--- src/rtl/dp_ctxt_rdstream_pkg.sv ---
// Shared constants and helpers for the ciphertext polyvec read-stream stage.
//   DP_MAX_N_SPLIT        number of URAM split groups in the polyvec bank
//   DP_COMMON_URAM_DELAY  URAM read latency in cycles (>= 1)
//   popcount32()          number of set bits in a 32-bit vector
package dp_ctxt_rdstream_pkg;

    localparam int unsigned DP_MAX_N_SPLIT       = 4;
    localparam int unsigned DP_COMMON_URAM_DELAY = 2;

    function automatic int unsigned popcount32(input logic [31:0] v);
        int unsigned n;
        n = 0;
        for (int i = 0; i < 32; i++) begin
            n += {31'b0, v[i]};
        end
        return n;
    endfunction

endpackage

--- src/rtl/dp_sync_fifo.sv ---
// Synchronous FIFO with registered full/empty flags and occupancy count.
//   clk, rst        clock, asynchronous active-high reset (flushes pointers/flags)
//   push_i, din_i   write request and data; accepted when not full or when popping
//   pop_i, dout_o   read request; dout_o shows the head entry (valid when !empty_o)
//   count_o         current occupancy, 0..DEPTH
//   full_o, empty_o registered status flags
module dp_sync_fifo #(
    parameter int unsigned WIDTH = 8,
    parameter int unsigned DEPTH = 8,
    localparam int unsigned AW   = $clog2(DEPTH),
    localparam int unsigned CW   = AW + 1
) (
    input  logic             clk,
    input  logic             rst,
    input  logic             push_i,
    input  logic             pop_i,
    input  logic [WIDTH-1:0] din_i,
    output logic [WIDTH-1:0] dout_o,
    output logic [CW-1:0]    count_o,
    output logic             full_o,
    output logic             empty_o
);

    logic [WIDTH-1:0] mem_q [DEPTH];
    logic [AW-1:0]    wr_ptr_q, wr_ptr_d;
    logic [AW-1:0]    rd_ptr_q, rd_ptr_d;
    logic [CW-1:0]    count_q, count_d;
    logic             full_q, full_d;
    logic             empty_q, empty_d;
    logic             do_push, do_pop;

    // A push into a full FIFO is legal when the head leaves in the same cycle.
    assign do_pop  = pop_i && !empty_q;
    assign do_push = push_i && (!full_q || do_pop);

    always_comb begin
        wr_ptr_d = wr_ptr_q;
        rd_ptr_d = rd_ptr_q;
        if (do_push) wr_ptr_d = wr_ptr_q + AW'(1);
        if (do_pop)  rd_ptr_d = rd_ptr_q + AW'(1);
        count_d = count_q + CW'(do_push) - CW'(do_pop);
        full_d  = (count_d == CW'(DEPTH));
        empty_d = (count_d == '0);
    end

    always_ff @(posedge clk or posedge rst) begin
        if (rst) begin
            wr_ptr_q <= '0;
            rd_ptr_q <= '0;
            count_q  <= '0;
            full_q   <= 1'b0;
            empty_q  <= 1'b1;
        end else begin
            wr_ptr_q <= wr_ptr_d;
            rd_ptr_q <= rd_ptr_d;
            count_q  <= count_d;
            full_q   <= full_d;
            empty_q  <= empty_d;
        end
    end

    // Storage needs no reset: the pointers and flags define what is live.
    always_ff @(posedge clk) begin
        if (do_push) mem_q[wr_ptr_q] <= din_i;
    end

    assign dout_o  = mem_q[rd_ptr_q];
    assign count_o = count_q;
    assign full_o  = full_q;
    assign empty_o = empty_q;

endmodule

--- src/rtl/dp_ctxt_rdstream.sv ---
// Read-side streaming stage for the ciphertext polyvec URAM bank.
// Walks base..base+len-1 (mod 2^ADDR_WIDTH) on the selected split group, absorbs the
// fixed URAM latency with a tag shift register and emits words on a valid/ready stream.
//   clk, rst                      clock, asynchronous active-high reset
//   i_rd_start/base/len/idx_split start request (ignored while busy) and its operands
//   o_rd_busy, o_rd_done          busy level and one-cycle completion pulse
//   o_uram_mem_en, o_uram_rdaddr  one-hot URAM enable and read address
//   i_uram_dout                   URAM read data, COMMON_URAM_DELAY after the address
//   o_valid/i_ready/o_data/o_last output stream; o_data[0 +: DW/2] is ctxt0
module dp_ctxt_rdstream
    import dp_ctxt_rdstream_pkg::*;
#(
    parameter int unsigned COE_WIDTH         = 35,
    parameter int unsigned ADDR_WIDTH        = 12,
    parameter int unsigned NUM_POLY          = 3,
    parameter int unsigned NUM_SPLIT         = DP_MAX_N_SPLIT,
    parameter int unsigned COMMON_URAM_DELAY = DP_COMMON_URAM_DELAY,
    parameter int unsigned FIFO_DEPTH        = 8,
    localparam int unsigned DW               = NUM_POLY * COE_WIDTH * 2
) (
    input  logic                  clk,
    input  logic                  rst,
    input  logic                  i_rd_start,
    input  logic [ADDR_WIDTH-1:0] i_rd_base,
    input  logic [ADDR_WIDTH:0]   i_rd_len,
    input  logic [1:0]            i_idx_split,
    output logic                  o_rd_busy,
    output logic                  o_rd_done,
    output logic [NUM_SPLIT-1:0]  o_uram_mem_en,
    output logic [ADDR_WIDTH-1:0] o_uram_rdaddr,
    input  logic [DW-1:0]         i_uram_dout,
    output logic                  o_valid,
    input  logic                  i_ready,
    output logic [DW-1:0]         o_data,
    output logic                  o_last
);

    localparam int unsigned D  = COMMON_URAM_DELAY;
    localparam int unsigned CW = $clog2(FIFO_DEPTH) + 1;
    localparam logic [ADDR_WIDTH:0] LEN_ONE = 1;

    typedef enum logic [1:0] {S_IDLE, S_ISSUE, S_DRAIN} state_e;

    state_e                state_q, state_d;
    logic [ADDR_WIDTH-1:0] base_q, base_d;
    logic [ADDR_WIDTH:0]   len_q, len_d;
    logic [ADDR_WIDTH:0]   cnt_q, cnt_d;
    logic [1:0]            split_q, split_d;
    logic [D-1:0]          vld_sr_q, vld_sr_d;
    logic [D-1:0]          last_sr_q, last_sr_d;
    logic                  done_q, done_d;

    logic                  issue, last_issue, credit_ok, hs;
    logic [CW-1:0]         fifo_count;
    logic                  fifo_full, fifo_empty;
    logic [DW:0]           fifo_dout;

    // Every tag in flight already owns a FIFO slot, so the FIFO can never overflow.
    assign credit_ok  = !fifo_full &&
                        ((popcount32(32'(vld_sr_q)) + 32'(fifo_count)) < FIFO_DEPTH);
    assign issue      = (state_q == S_ISSUE) && credit_ok;
    assign last_issue = (cnt_q == len_q - LEN_ONE);
    assign hs         = o_valid && i_ready;

    always_comb begin
        state_d = state_q;
        base_d  = base_q;
        len_d   = len_q;
        split_d = split_q;
        cnt_d   = cnt_q;
        done_d  = 1'b0;
        unique case (state_q)
            S_IDLE: begin
                if (i_rd_start) begin
                    base_d  = i_rd_base;
                    len_d   = i_rd_len;
                    split_d = i_idx_split;
                    cnt_d   = '0;
                    if (i_rd_len == '0) done_d = 1'b1;
                    else                state_d = S_ISSUE;
                end
            end
            S_ISSUE: begin
                if (issue) begin
                    cnt_d = cnt_q + LEN_ONE;
                    if (last_issue) state_d = S_DRAIN;
                end
            end
            S_DRAIN: begin
                if (hs && o_last) begin
                    state_d = S_IDLE;
                    done_d  = 1'b1;
                end
            end
            default: state_d = S_IDLE;
        endcase
    end

    // Tags travel alongside the URAM access; the exiting tag marks i_uram_dout as live.
    always_comb begin
        vld_sr_d     = '0;
        last_sr_d    = '0;
        vld_sr_d[0]  = issue;
        last_sr_d[0] = issue && last_issue;
        for (int i = 1; i < int'(D); i++) begin
            vld_sr_d[i]  = vld_sr_q[i-1];
            last_sr_d[i] = last_sr_q[i-1];
        end
    end

    always_ff @(posedge clk or posedge rst) begin
        if (rst) begin
            state_q   <= S_IDLE;
            base_q    <= '0;
            len_q     <= '0;
            cnt_q     <= '0;
            split_q   <= '0;
            vld_sr_q  <= '0;
            last_sr_q <= '0;
            done_q    <= 1'b0;
        end else begin
            state_q   <= state_d;
            base_q    <= base_d;
            len_q     <= len_d;
            cnt_q     <= cnt_d;
            split_q   <= split_d;
            vld_sr_q  <= vld_sr_d;
            last_sr_q <= last_sr_d;
            done_q    <= done_d;
        end
    end

    dp_sync_fifo #(
        .WIDTH (DW + 1),
        .DEPTH (FIFO_DEPTH)
    ) u_fifo (
        .clk     (clk),
        .rst     (rst),
        .push_i  (vld_sr_q[D-1]),
        .pop_i   (hs),
        .din_i   ({last_sr_q[D-1], i_uram_dout}),
        .dout_o  (fifo_dout),
        .count_o (fifo_count),
        .full_o  (fifo_full),
        .empty_o (fifo_empty)
    );

    always_comb begin
        o_uram_mem_en = '0;
        for (int i = 0; i < int'(NUM_SPLIT); i++) begin
            o_uram_mem_en[i] = issue && (split_q == 2'(i));
        end
    end

    // Address wraps naturally in ADDR_WIDTH bits.
    assign o_uram_rdaddr = (state_q == S_ISSUE) ? base_q + cnt_q[ADDR_WIDTH-1:0] : '0;
    assign o_rd_busy     = (state_q != S_IDLE);
    assign o_rd_done     = done_q;
    assign o_valid       = !fifo_empty;
    // Gate with valid so stale storage never leaks onto the stream.
    assign o_last        = o_valid && fifo_dout[DW];
    assign o_data        = o_valid ? fifo_dout[DW-1:0] : '0;

endmodule

--- config.mk ---
export PLATFORM = sky130hd
export DESIGN_NAME = dp_ctxt_rdstream
export DESIGN_NICKNAME = d
export VERILOG_FILES = /design/src/rtl/dp_ctxt_rdstream_pkg.sv /design/src/rtl/dp_sync_fifo.sv /design/src/rtl/dp_ctxt_rdstream.sv
export SDC_FILE = /design/constraint.sdc
export NUM_CORES = 1
export LEC_CHECK = 0
export CAP_MARGIN = 10
export CORE_ASPECT_RATIO = 1.4
export CORE_MARGIN = 2
export CORE_UTILIZATION = 63
export DETAILED_ROUTE_END_ITERATION = 10
export PLACE_DENSITY_LB_ADDON = 0.1
export SYNTH_ARGS = -nofsm -noshare
export SYNTH_HDL_FRONTEND = slang
export SYNTH_SLANG_ARGS = --single-unit
--- constraint.sdc ---
create_clock -name clk -period 41.2 [get_ports clk]
set_input_delay 6.18 -clock clk [delete_from_list [all_inputs] [get_ports clk]]
set_output_delay 6.18 -clock clk [all_outputs]
set_load 0.01 [all_outputs]
==> flow_summary.yaml <==
detailed_routing:
  route.detailed.drc: 0
  first_pass_iters: 5
  vias: 32322
  detail_route.iter0.violations: 2842
  ant_nets: 0
  vias_per_cell: 6.39
  wl_um: 146000
  post_drt_wl_per_cell_um: 28.8
logic_synthesis:
  synth_edf_count: 1688
  syn_inst: 3038
  synth_seq_area_share: 0.775
  syn_area_sq_um: 67300
  synth_cell_type_count: 53
  synthFlopType: "edfxtp_1"
  postSynthAreaPerCell_sq_um: 22.1
  ys_seq_elements: 1747
  yosysWarnings: 0
  async_reset_ff_frac: 0.0338
  syn_nets: 3303
cells_and_area:
  finalInstanceArea_sq_um: 78800
  final_nets: 3825
  final_cells: 5058
  drive_gt1_frac: 0.202
  post-route-util: 0.745
  area_growth_pct: 17.0
cts:
  hold_buffers: 0
  htreeDepth: 4
  cts.sink_count: 1747
  cts_tree: "done"
  postCtsSetupRepairBufs: 0
  clock_latency_ps: 780
  clockBufferDepth: 3
  cts_made_buffers: 158
  path_clk_slew_ps: 70
  cts-resized-gates: 0
  cts-root-buf: "clkbuf_16"
sta:
  rsz0062_at_grt: "no"
  fin_ws_ps: 29000
  finalCritPeriodShare: 0.296
  maxSlewViolCount: 0
  hold_violations: 0
  maxSlewHeadroom: 0.172
  period_needed_ps: 12200
  hold_slack_ps: 380
  tightest_slew_ps: 1240
  fin_skew_ps: 17.8
  setup_viol: 0
  fmax_mhz: 82.0
  fin_tns_setup_ps: 0
global_routing:
  grtUsageTotal: 0.271
  antenna_found_initial: 37
  gr-total-overflow: 0
  grt_pass1_vias: 34183
  grt_pass1_wl_um: 217000
  grt_max_degree: 150
placement:
  hpwl_um: 78600
  preCtsSetupSlack_ps: 29570
  gp_congestion: 0.776
  port_buffers: 470
  dp_cells: 4758
  placed_area_sq_um: 73600
critical_path:
  arrival_ps: 6020
  cp_slowest_cell: "dfrtp_4"
  path_common_cell: "buf_4"
  max_stage_delay_ps: 1080
  crit_chain: "buf_4 > buf_4 > buf_4 > mux4_2 > mux2i_1 > nor2_1 > clkdlybuf4s50_1"
  worstSetupEndpointType: "output pin"
  crit_fanout: 55
  cp-start-kind: "register"
  path_class: "reg2out"
  required_ps: 35020
die:
  io_pins: 471
  die_area_sq_um: 109000
  core_sq_um: 106000
  rows: 141
  die_w_um: 280
  initial_core_util: 0.637
  die_h_um: 391
outcome:
  status: "finished, final reports clean"
pwr:
  p_total_mw: 5.76
  p_per_area_nw_per_um2: 73.2
  p_leak_nw: 25.9
  peakVddDrop_v: 0.0000532
min_path:
  hold_path.class: "reg2reg"
job:
  maxCapViolCount: 0
-- synth_stat cells, types with 13 or more instances --
| cell type | n | area share |
|---|---|---|
| o21ai_0 | 13 | 0.00097 |
| nor2_1 | 248 | 0.014 |
| buf_1 | 31 | 0.0017 |
| buf_2 | 41 | 0.0030 |
| clkbuf_1 | 79 | 0.0044 |
| nand2_1 | 27 | 0.0015 |
| xnor2_1 | 13 | 0.0017 |
| mux4_2 | 422 | 0.14 |
| ha_1 | 22 | 0.0041 |
| mux2i_1 | 215 | 0.032 |
| dfrtp_1 | 58 | 0.022 |
| mux2_2 | 26 | 0.0044 |
| inv_1 | 16 | 0.00089 |
| xor2_1 | 20 | 0.0026 |
| edfxtp_1 | 1688 | 0.75 |
-- placed cells by master (no fill, tap or decap), drive strengths merged, types with 26 or more instances in the layout --
master,netlist,layout
buf,75,47
nand2,27,27
mux2i,215,215
clkinv,0,68
clkdlybuf4s50,0,470
mux2,26,26
dfrtp,58,58
edfxtp,1688,1688
clkbuf,80,190
nor2,248,248
mux4,422,422
-- path summary, 6_finish.rpt --
kind                                                   to                      startpoint  cells after the start  slack, ps
max                                           o_data[124]  u_fifo.rd_ptr_q[0]$_DFFE_PP0P_                      7      29000
min                                last_sr_q[1]$_DFF_PP0_          last_sr_q[0]$_DFF_PP0_                      0        380
max reg2reg                u_fifo.mem_q[6][179]$_DFFE_PP_        u_fifo.empty_o$_DFF_PP1_                      9      35980
min reg2reg                        last_sr_q[1]$_DFF_PP0_          last_sr_q[0]$_DFF_PP0_                      0        380
max in group asynchronous  u_fifo.rd_ptr_q[2]$_DFFE_PP0P_                             rst                      3      34670
min in group asynchronous          state_q[1]$_DFFE_PP0P_                             rst                      3       5960
-- area by class of cell --
cell class,instances,area (sq um)
sequential,1747,52200
fill,5885,26900
multi-input combinational,1120,14500
timing repair buffer,517,5160
clock buffer,190,4170
tap,1358,1700
clock inverter,100,987
inverter,16,60.1
antenna,10,25.0
-- power by group --
group	internal [mW]	total (mW)	switching (mW)
Sequential	2.24	2.36	0.119
Combinational	0.960	1.95	0.993
Clock	0.826	1.45	0.626
-- state kept, by name, indices dropped and copies added, names as in the netlist, 2 cells and up --
signal	count
split_q	2
u_fifo.mem_q	1688
len_q	13
cnt_q	13
state_q	2
vld_sr_q	2
u_fifo.rd_ptr_q	3
u_fifo.wr_ptr_q	3
last_sr_q	2
u_fifo.count_o	4
base_q	12
-- worst max-delay path: cells and delay by family, from the launching register on --
kind / cells / cell delay [ps]
muxes: 2 / 800
DFF: 1 / 1080
buffers and inverters: 4 / 3110
and+or+nand+nor: 1 / 80
-- logic make-up (layout without fill, tap and decap cells) --
kind of cell,Yosys count,in the layout,synth area share
multiplexers,663,663,0.178
buffers and inverters,171,823,0.0106
AO/OA/AOI/OAI,55,55,0.00537
flip-flops,1747,1747,0.775
XOR/XNOR,33,33,0.00430
other,0,10,0
AND/OR/NAND/NOR,345,345,0.0222
adder cells (fa/ha/maj),24,24,0.00469
-- layer usage --
metal / global-route usage / part of all wire
met3: 0.0751 / 0.081
met1: 0.359 / 0.39
met5: 0 / 0.0023
met4: 0.0740 / 0.022
met2: 0.450 / 0.51
No activity file was read; power rests on OpenSTA's default activity.
